<file path="src/rtl/uart_tx.sv">
// rtl/uart_tx.sv - byte FIFO plus 8N1 serializer for the core's UART write port
module uart_tx #(
  parameter int CLK_DIV    = 868,
  parameter int DEPTH_LOG2 = 4
) (
  input  logic                  clk,
  input  logic                  reset,
  input  logic [31:0]           uart_din,
  input  logic                  uart_we,
  output logic                  txd,
  output logic                  tx_busy,
  output logic                  fifo_full,
  output logic [DEPTH_LOG2:0]   fifo_count,
  output logic                  overflow
);

  localparam int DEPTH = 1 << DEPTH_LOG2;
  localparam int CW    = $clog2(CLK_DIV);

  typedef enum logic [1:0] {IDLE, START, DATA, STOP} state_t;

  state_t                state, state_nx;
  logic [CW-1:0]         baud_cnt, baud_nx;
  logic [2:0]            bit_idx, bit_nx;
  logic [7:0]            shift, shift_nx;
  logic                  txd_nx;
  logic                  pop, push, empty, baud_last;

  logic [7:0]            mem [DEPTH];
  logic [DEPTH_LOG2-1:0] wr_ptr, rd_ptr;
  logic [DEPTH_LOG2:0]   count;

  assign empty      = (count == '0);
  assign fifo_full  = (count == (DEPTH_LOG2+1)'(DEPTH));
  assign fifo_count = count;
  assign tx_busy    = (state != IDLE) || !empty;
  assign baud_last  = (baud_cnt == CW'(CLK_DIV - 1));
  // A pop on a full FIFO frees the slot the same cycle, so that write is kept.
  assign push       = uart_we && (!fifo_full || pop);

  always_ff @(posedge clk) begin
    if (push) mem[wr_ptr] <= uart_din[7:0];
  end

  always_ff @(posedge clk or negedge reset) begin
    if (!reset) begin
      wr_ptr   <= '0;
      rd_ptr   <= '0;
      count    <= '0;
      overflow <= 1'b0;
    end else begin
      if (push) wr_ptr <= wr_ptr + 1'b1;
      if (pop)  rd_ptr <= rd_ptr + 1'b1;
      if (push && !pop)      count <= count + 1'b1;
      else if (pop && !push) count <= count - 1'b1;
      if (uart_we && !push) overflow <= 1'b1;
    end
  end

  always_ff @(posedge clk or negedge reset) begin
    if (!reset) begin
      state    <= IDLE;
      baud_cnt <= '0;
      bit_idx  <= '0;
      shift    <= '0;
      txd      <= 1'b1;
    end else begin
      state    <= state_nx;
      baud_cnt <= baud_nx;
      bit_idx  <= bit_nx;
      shift    <= shift_nx;
      txd      <= txd_nx;
    end
  end

  always_comb begin
    state_nx = state;
    baud_nx  = baud_cnt + CW'(1);
    bit_nx   = bit_idx;
    shift_nx = shift;
    pop      = 1'b0;
    case (state)
      IDLE: begin
        baud_nx = '0;
        if (!empty) begin
          pop      = 1'b1;
          shift_nx = mem[rd_ptr];
          state_nx = START;
        end
      end
      START: begin
        if (baud_last) begin
          baud_nx  = '0;
          bit_nx   = '0;
          state_nx = DATA;
        end
      end
      DATA: begin
        if (baud_last) begin
          baud_nx  = '0;
          shift_nx = shift >> 1;
          bit_nx   = bit_idx + 3'd1;
          if (bit_idx == 3'd7) state_nx = STOP;
        end
      end
      STOP: begin
        if (baud_last) begin
          baud_nx = '0;
          if (!empty) begin
            pop      = 1'b1;
            shift_nx = mem[rd_ptr];
            state_nx = START;
          end else begin
            state_nx = IDLE;
          end
        end
      end
      default: state_nx = IDLE;
    endcase
  end

  // Line level follows the current state one cycle later, keeping txd a clean flop output.
  always_comb begin
    txd_nx = 1'b1;
    if (state == START)     txd_nx = 1'b0;
    else if (state == DATA) txd_nx = shift[0];
  end

endmodule

</file>
<file path="config.mk">
export PLATFORM = sky130hd
export DESIGN_NAME = uart_tx
export DESIGN_NICKNAME = d
export VERILOG_FILES = /design/src/rtl/uart_tx.sv
export SDC_FILE = /design/constraint.sdc
export NUM_CORES = 1
export LEC_CHECK = 0
export ABC_AREA = 1
export CORE_MARGIN = 4
export CORE_UTILIZATION = 59
export CTS_CLUSTER_DIAMETER = 80
export DETAILED_ROUTE_END_ITERATION = 12
export PLACE_DENSITY = 0.79
export SLEW_MARGIN = 10
export SYNTH_ARGS = -nofsm -noshare
export SYNTH_HDL_FRONTEND = slang
export SYNTH_SLANG_ARGS = --single-unit
</file>
<file path="constraint.sdc">
create_clock -name clk -period 3.35 [get_ports clk]
set_input_delay 0.5025 -clock clk [delete_from_list [all_inputs] [get_ports clk]]
set_output_delay 0.5025 -clock clk [all_outputs]
set_load 0.01 [all_outputs]
</file>
==> metrics.md <==
| Metric | Value |
|---|---|
| Status | finished, final reports clean |
| Clock Power Share | between 30 and 40% |
| Die area | roughly 14000 um^2 |
| Final hold vios | 0 |
| GR Util All Layers | 21.84% |
| Clock buffer count from CTS | 17 |
| First-pass GRT wire length | 23730 um |
| Post-CTS resize count | 0 |
| Commonest non-fill, non-tap cells in the layout | nand2_1, edfxtp_1, nor2_1 |
| Finish-stage setup viols | 0 |
| HPWL after DPL | 9371 um |
| Final period utilization | 87.42% |
| Unique masters post-synth | 32 |
| Post-route ant nets | 0 |
| CP Capture Type | register |
| Max Clock Freq | 341.5 MHz |
| Placed cell area | about 7700 um^2 |
| TritonCTS Sinks | 166 |
| Design Area, Final | 8257 um^2 |
| Vias per cell | 5.543 |
| Std-Cell Rows | 40 |
| Largest net degree at the start of global routing | 80 |
| Chip width | between 100 and 150 um |
| Boundary pin count | 44 |
| Maxcap violations | 0 |
| Warnings, synthesis | 0 |
| CTS root buf | clkbuf_16 |
| Max clock buf depth | 2 |
| Worst Setup Start Kind | register |
| Final #Nets | 767 |
| Setup Buffers After CTS | 0 |
| Routed WL | ~15000 um |
| Pwr Density | 607.7 nW/um^2 |
| Core ar. | approximately 12000 um^2 |
| Initial antenna violation count | 0 |
| Avg Cell Area, Syn | 10.58 um^2 |
| Most used DFF post-synth | edfxtp_1 |
| Clk slew on worst S/H paths | roughly 0.07 ns |
| Initial DRC Count | 482 |
| Synth Net Count | 752 |
| Final min period | roughly 2.9 ns |
| Measured slew at the worst slew-check pin | 0.8877 ns |
| Post-synth EDFFs | 128 |
| Clk Latency, worst-skew pair | around 0.43 ns |
| Proportion of layout cells with a drive suffix above 1 | about a tenth |
| Sw Share | 26.39% |
| Die H | 119.9 um |
| # diodes | 0 |
| Switching pwr | 1.324 mW |
| Setup CP Type | reg -> reg |
| Min-Delay Path Class | in -> async |
| Post-synthesis instance total | between 600 and 700 |
| Grt ovf | 0 |
| Fin util | 68.17% |
| Drt wl/cell | 16.73 um |
| Total power | 5.018 mW |
| Arr. time, crit path | 3.28 ns |
| Post-Syn Area | 7387 um^2 |
| Sequential Power Share | 50.1% |
| Vias in the first global route | 4667 |
| Static Leakage | 3.296 nW |
| Pins Over Slew Limit | 0 |
| Crit path required time | 3.70 ns |
| RSZ-0062 raised after global routing | no |
| Final setup skew | approximately 0.0081 ns |
| Initial DRT Pass Iterations | 5 |
| Int Pwr | 3.694 mW |
| CTS tree | done |
| RePlAce Congestion | 0.8011 |
| H-tree depth | 4 |
| Seq/Total Area, Yosys | between 60 and 70% |
| Combinational share of power | 12.6% |
| Setup TNS | 0 ns |
| Buffers added on ports | 19 |
| Crit-path max FO | 6 |
| Initial Util | 60.99% |
| Slew HR | 40.82% |
| Peak VDD IR | roughly 460 uV |
| DRC | 0 |
| Synthesis-to-layout area growth | 11.77% |
| Vias after detailed routing | 4955 |
| Commonest non-fill, non-tap cell in the layout | nand2_1 |
| Post-cts hold buffer count | 0 |
| Async SR Flop Fraction | 22.89% |
| Synth Register Bits | approximately 170 |
| Fin Hold WS | between 0.15 and 0.2 ns |
## per-layer routing
metal	vias up	track usage (%)	wire, um	share of wire [%]
met5	-	0	0	0
met4	0	8.948	304	2.0
met3	24	4.571	793	5.3
met2	135	36.26	7635	51
met1	2413	28.28	6227	42
li1	2383	-	-	-
## path summary, 6_finish.rpt
path / endpoint / cells past startpoint / slack [ns] / start
setup / recovery: fifo_count[4]$_DFFE_PN0P_ / 18 / 0.42 / baud_cnt[0]$_DFF_PN0_
hold / removal: shift[4]$_DFFE_PN0P_ / 1 / 0.18 / reset
setup reg to reg: fifo_count[4]$_DFFE_PN0P_ / 18 / 0.42 / baud_cnt[0]$_DFF_PN0_
hold reg to reg: baud_cnt[0]$_DFF_PN0_ / 1 / 0.47 / baud_cnt[0]$_DFF_PN0_
max in group asynchronous: rd_ptr[0]$_DFFE_PN0P_ / 1 / 2.57 / reset
min in group clk: baud_cnt[0]$_DFF_PN0_ / 1 / 0.47 / baud_cnt[0]$_DFF_PN0_
## cells in the mapped netlist, types with 2 or more instances
cell type | instances | area share (%)
inv_1 | 41 | 2.1
nand3_1 | 66 | 4.5
nor3_1 | 4 | 0.27
ha_1 | 18 | 3.0
clkinv_1 | 2 | 0.10
clkbuf_1 | 15 | 0.76
a21oi_1 | 8 | 0.54
buf_2 | 10 | 0.68
nand2_4 | 4 | 0.61
buf_6 | 3 | 0.46
nand2_1 | 134 | 6.8
nand2_2 | 3 | 0.25
xor2_1 | 9 | 1.1
edfxtp_1 | 128 | 52
dfrtp_1 | 37 | 13
o211ai_1 | 16 | 1.6
o21ai_0 | 47 | 3.2
inv_2 | 4 | 0.20
nor2_1 | 119 | 6.0
nor3b_1 | 3 | 0.30
nor2_2 | 16 | 1.4
## stage by stage
stage | setup WS [ns] | std cells
after floorplan | 0.6491 | 698
after global placement | 0.5473 | 862
after detailed placement | 0.4822 | 862
after CTS | 0.4438 | 894
after global routing | 0.1995 | 894
final | 0.4216 | 894
## final cells by class
| type | count | area [um^2] |
|---|---|---|
| clock buffer | 18 | 429.2 |
| clock inverter | 14 | 142.6 |
| fill | 865 | 3855 |
| inverter | 47 | 176.4 |
| multi-input combinational | 456 | 2271 |
| sequential | 166 | 4797 |
| tap | 168 | 210.2 |
| timing repair buffer | 25 | 230.2 |
## sequential cells by signal, indices dropped and copies added (netlist names)
register    cells
mem           128
baud_cnt       10
shift           8
fifo_count      5
rd_ptr          4
wr_ptr          4
bit_idx         3
state           2
overflow        1
txd             1
## critical path: stages (launching register included)
cell     delay [ns]
dfrtp_1        0.37
ha_1           0.23
nand3_1        0.14
nor2_4         0.20
nand2_2        0.09
nand2_4        0.08
nand2_4        0.09
nand2_4        0.11
nand2_4        0.05
inv_1          0.06
ha_1           0.17
inv_1          0.11
fa_1           0.40
nand2_1        0.10
nand2_1        0.06
a21oi_1        0.16
o21ai_0        0.10
a21oi_1        0.17
xor2_1         0.16
## kinds of logic after synthesis
| kind of cell | after synthesis | share of synthesized area, % |
|---|---|---|
| adders and majority gates | 19 | 3.320 |
| and+or+nand+nor | 351 | 20.41 |
| xor gates and xnor gates | 10 | 1.186 |
| AOI/OAI and AO/OA | 76 | 5.827 |
| DFF | 166 | 64.92 |
| buffers and inverters | 76 | 4.336 |
## power by group through the flow
stage	combinational (mW)	sequential, mW	clock [mW]
floorplan	0.398	2.54	0
global placement	0.604	2.54	0
detailed placement	0.633	2.55	0
CTS	0.638	2.51	1.88
global route	0.718	2.53	1.97
finish	0.635	2.51	1.87
Note: power is estimated with default switching activity, not from simulation.
